[src/rtl/alu_writeback.sv]
// ALU result writeback stage: one 8-bit register-file write port, wide results split over two cycles.
// Optional feature macro: ALU_WB_DIVZERO_TRAP_EN (divide-by-zero trap with sticky flag_dz).
module alu_writeback #(
   parameter int ADDR_W = 3
) (
   input  logic              clk,
   input  logic              rst_n,
   input  logic              in_valid,
   output logic              in_ready,
   input  logic [2:0]        in_mode,
   input  logic [ADDR_W-1:0] in_dst,
   input  logic [7:0]        in_ao,
   input  logic [7:0]        in_bo,
   input  logic              in_cout,
   input  logic              in_bzero,
   input  logic              flag_clr,
   output logic              wr_en,
   output logic [ADDR_W-1:0] wr_addr,
   output logic [7:0]        wr_data,
   output logic              flag_z,
   output logic              flag_c,
   output logic              flag_dz
);

   typedef enum logic [0:0] {ST_IDLE = 1'b0, ST_HI_PEND = 1'b1} state_t;

   state_t              state_r, state_s;
   logic                wr_en_r, wr_en_s;
   logic [ADDR_W-1:0]   wr_addr_r, wr_addr_s;
   logic [7:0]          wr_data_r, wr_data_s;
   logic [ADDR_W-1:0]   hold_addr_r, hold_addr_s;
   logic [7:0]          hold_data_r, hold_data_s;
   logic                flag_z_r, flag_z_s;
   logic                flag_c_r, flag_c_s;
   logic                accept_s;
   logic                trap_s;

   assign in_ready = (state_r == ST_IDLE);
   assign accept_s = in_valid && (state_r == ST_IDLE);

`ifdef ALU_WB_DIVZERO_TRAP_EN
   logic flag_dz_r;
   logic dz_set_s;

   assign trap_s   = (in_mode == 3'b101) && in_bzero;
   assign dz_set_s = accept_s && trap_s;
   assign flag_dz  = flag_dz_r;

   // Sticky divide-by-zero flag; a set beats a simultaneous clear.
   always_ff @(posedge clk or negedge rst_n) begin
      if (!rst_n) begin
         flag_dz_r <= 1'b0;
      end else if (dz_set_s) begin
         flag_dz_r <= 1'b1;
      end else if (flag_clr) begin
         flag_dz_r <= 1'b0;
      end else begin
         flag_dz_r <= flag_dz_r;
      end
   end
`else
   logic unused_ok_s;

   assign trap_s      = 1'b0;
   assign flag_dz     = 1'b0;
   assign unused_ok_s = ^{in_bzero, flag_clr};
`endif

   // Next-state, write-port and flag decode.
   always_comb begin
      state_s     = state_r;
      wr_en_s     = 1'b0;
      wr_addr_s   = wr_addr_r;
      wr_data_s   = wr_data_r;
      hold_addr_s = hold_addr_r;
      hold_data_s = hold_data_r;
      flag_z_s    = flag_z_r;
      flag_c_s    = flag_c_r;
      case (state_r)
         ST_IDLE: begin
            if (accept_s) begin
               case (in_mode)
                  3'b111: begin
                     state_s = ST_IDLE;
                  end
                  3'b100, 3'b101: begin
                     if (trap_s) begin
                        state_s = ST_IDLE;
                     end else begin
                        wr_en_s     = 1'b1;
                        wr_addr_s   = in_dst;
                        wr_data_s   = in_ao;
                        // High byte lands in the next register, wrapping at the top.
                        hold_addr_s = in_dst + ADDR_W'(1'b1);
                        hold_data_s = in_bo;
                        flag_z_s    = ({in_bo, in_ao} == 16'h0000);
                        state_s     = ST_HI_PEND;
                     end
                  end
                  default: begin
                     wr_en_s   = 1'b1;
                     wr_addr_s = in_dst;
                     wr_data_s = in_ao;
                     flag_z_s  = (in_ao == 8'h00);
                     if (in_mode == 3'b000 || in_mode == 3'b001) begin
                        flag_c_s = in_cout;
                     end else begin
                        flag_c_s = flag_c_r;
                     end
                  end
               endcase
            end else begin
               state_s = ST_IDLE;
            end
         end
         ST_HI_PEND: begin
            wr_en_s   = 1'b1;
            wr_addr_s = hold_addr_r;
            wr_data_s = hold_data_r;
            state_s   = ST_IDLE;
         end
         default: begin
            state_s = ST_IDLE;
         end
      endcase
   end

   // State, write port, hold buffer and Z/C flag registers.
   always_ff @(posedge clk or negedge rst_n) begin
      if (!rst_n) begin
         state_r     <= ST_IDLE;
         wr_en_r     <= 1'b0;
         wr_addr_r   <= '0;
         wr_data_r   <= 8'h00;
         hold_addr_r <= '0;
         hold_data_r <= 8'h00;
         flag_z_r    <= 1'b0;
         flag_c_r    <= 1'b0;
      end else begin
         state_r     <= state_s;
         wr_en_r     <= wr_en_s;
         wr_addr_r   <= wr_addr_s;
         wr_data_r   <= wr_data_s;
         hold_addr_r <= hold_addr_s;
         hold_data_r <= hold_data_s;
         flag_z_r    <= flag_z_s;
         flag_c_r    <= flag_c_s;
      end
   end

   assign wr_en   = wr_en_r;
   assign wr_addr = wr_addr_r;
   assign wr_data = wr_data_r;
   assign flag_z  = flag_z_r;
   assign flag_c  = flag_c_r;

endmodule

[config.mk]
export PLATFORM = sky130hd
export DESIGN_NAME = alu_writeback
export DESIGN_NICKNAME = d
export VERILOG_FILES = /design/src/rtl/alu_writeback.sv
export SDC_FILE = /design/constraint.sdc
export NUM_CORES = 1
export LEC_CHECK = 0
export CAP_MARGIN = 10
export CORE_UTILIZATION = 60
export DETAILED_ROUTE_END_ITERATION = 10
export DONT_BUFFER_PORTS = 1
export PLACE_DENSITY_LB_ADDON = 0.08
export SYNTH_ARGS = -nofsm -noshare
export SYNTH_HDL_FRONTEND = slang
export SYNTH_SLANG_ARGS = --single-unit
[constraint.sdc]
create_clock -name clk -period 1.82 [get_ports clk]
set_input_delay 0.182 -clock clk [delete_from_list [all_inputs] [get_ports clk]]
set_output_delay 0.182 -clock clk [all_outputs]
set_load 0.05 [all_outputs]
==> results.md <==
- Initial antenna violation count: 0
- Finished Layout Cells: 122
- Worst-path clk slew: 120 ps
- Top Usage Layer GRT: met2
- Footprint of the multi-input gates: 571 um2
- Tightest Pin Transition: 546 ps
- Drt first pass iters: 4
- Final WS setup: 437 ps
- Critical Path AT: 1580 ps
- Final worst-path cycle share: 76.0%
- Yosys reg bits: 26
- Initial core utilization: 64.7%
- Die X: 48.2 um
- Final nets: 126
- PwrDens: 968 nW/um2
- Boundary pin count: 44
- Area Growth Syn to Fin: 9.46%
- # clock sinks: 26
- P_leak: 0.613 nW
- EDFF count, synth: 0
- Normalized max-slew margin: 63.5%
- # diodes: 0
- First-pass GRT wire length: 3160 um
- Worst-case clock buffer depth: 2
- Area contributors post-synth: dfrtp_1 51%, mux2_4 18%, mux2_2 14%, nor4_1 2.0%, buf_6 1.8%
- Status: finished, final reports clean
- Total CTS buffers: 3
- Most common cell in the netlist: dfrtp_1
- Post-DRT Antenna Nets: 0
- Fin crit period: 1380 ps
- Die footprint: 2330 um2
- Reg area: 651 um2
- Die height: 48.2 um
- Met1 usage: 27.0%
- Crit Path Max Fanout: 13
- R2R Setup Slk: 440 ps
- Post-synthesis async set-or-reset flop share: 100%
- Final core utilization: 70.8%
- FMAX: 723 MHz
- Max Slew Vio Count: 0
- Critical path launch point type: register
- Wire per inst: 17.9 um
- Register area share after synthesis: 50.7%
- HP Class: primary input to register
- Yosys top cell by area: dfrtp_1
- CORE AREA: 1980 um2
- Hold slack: 19.3 ps
- Cell area after synthesis: 1280 um2
- TritonCTS clock tree: done
- CP Class: register to register
- Clk_lat worst skew: 300 ps
- Share of cells above drive strength 1: 42.1%
- CP Data Required Time: 2020 ps
- I/O Buffers: 0
- RSZ-0062 raised after global routing: false
- Worst VDD drop: 0.000627 V
- Clock Skews: 8.04 ps
- Row count: 16
- Post-synth top flop: dfrtp_1
- Synth Net Count: 114
- Global Route met3 Usage: 5.19%
- H-Tree Depth: 1
- Setup crit end kind: register
- WL final: 2190 um
- Worst r2r path cells: 2
- Pwr Total: 1.36 mW
- Vias in the first global route: 696
- Post-Place Cell Area: 1280 um2
- Filler Cell Count: 137
- Top-area cell type share of the netlist area: 50.7%
- GPL Wtd Cong: 0.768
- Gates resized, CTS repair: 0
- Mapped Cells: 85
- Final setup vio count: 0
- CTS root buf: clkbuf_4
- Hold Path Stages: 1
- GR Util met2: 31.7%
- Hold Vio Cnt, Final: 0
- Setup TNS: 0 ps
- # DRC: 0
- Syn Area/Cell: 15.1 um2
- DR iter-0 viols: 12
- Ys Warns: 0
- Placed insts: 110
- Max-Cap Viols: 0
- Fin area: 1400 um2
- Total grt overflow: 0
- Synth top cells by count: 26 x dfrtp_1, 16 x mux2_2, 15 x mux2_4
- Post-synth cell types: 24
- Placed wire-length estimate: 1630 um
- Largest net degree at the start of global routing: 27
- Routed via count: 718
- Pre-CTS WS: 452 ps
- Global Route Usage Sum: 20.2%
- Vias per Instance: 5.89
==> layer usage <==
metal  part of all wire, %  up-vias
met5                     0        -
met4                  0.96        0
met3                   8.5        2
met2                    47       32
met1                    43      358
li1                      -      326
==> worst paths after layout <==
kind | from | end
hold reg to reg | hold_data_r[5] | hold_data_r[5]
hold / removal | in_bo[0] | hold_data_r[0]
setup reg to reg | state_r | hold_data_r[6]
max in group asynchronous | rst_n | hold_data_r[7]
setup / recovery | state_r | hold_data_r[6]
min in group asynchronous | rst_n | wr_data[3]
==> repair_timing <==
action                                 4_1_cts  5_1_grt
hold buffers                                 3        6
endpoints found under the hold margin       27        6
buffers inserted                             0        0
==> sequential cells by signal, indices dropped and copies added, names as in the netlist <==
register / cells
hold_addr_r: 3
wr_data: 8
state_r: 1
wr_en: 1
wr_addr: 3
flag_c: 1
hold_data_r: 8
flag_z: 1
==> where the power goes <==
part	switching [mW]	leakage [nW]	internal, mW
combinational	0.0795	0.290	0.157
sequential	0.220	0.309	0.672
clock	0.153	0.0138	0.0771
total	0.453	0.613	0.906
==> worst max-delay path: stages, from the launching register on <==
cell	delay (ps)
dfrtp_1	440
and4bb_4	480
mux2_2	360
==> logic make-up (layout without fill, tap and decap cells) <==
family / count (synthesis) / count (layout) / synth area share [%]
buffers and inverters: 7 / 17 / 4.78
flip-flops: 26 / 26 / 50.7
XOR/XNOR: 1 / 1 / 0.683
adder cells (fa/ha/maj): 1 / 1 / 0.975
multiplexers: 33 / 33 / 33.3
other: 1 / 1 / 0.292
AND/OR/NAND/NOR: 11 / 11 / 6.15
AO/OA/AOI/OAI: 5 / 5 / 3.12
==> final cells by class <==
class                           count  area share, %
Timing Repair Buffer               11           8.20
Inverter                            3          0.802
Clock buffer                        3           1.60
Multi-Input combinational cell     52           40.6
Tap cell                           27           2.41
Sequential cell                    26           46.3
==> placed cells by master, fill, tap and decap left out, types with 2 or more instances in the layout <==
master,Yosys,layout
mux2_2,16,16
dlygate4sd3_1,0,8
dfrtp_1,26,26
a21oi_1,2,2
nor4_1,4,4
mux2_4,15,15
inv_1,3,3
buf_4,1,2
clkbuf_4,0,3
No activity file was read; power rests on OpenSTA's default activity.
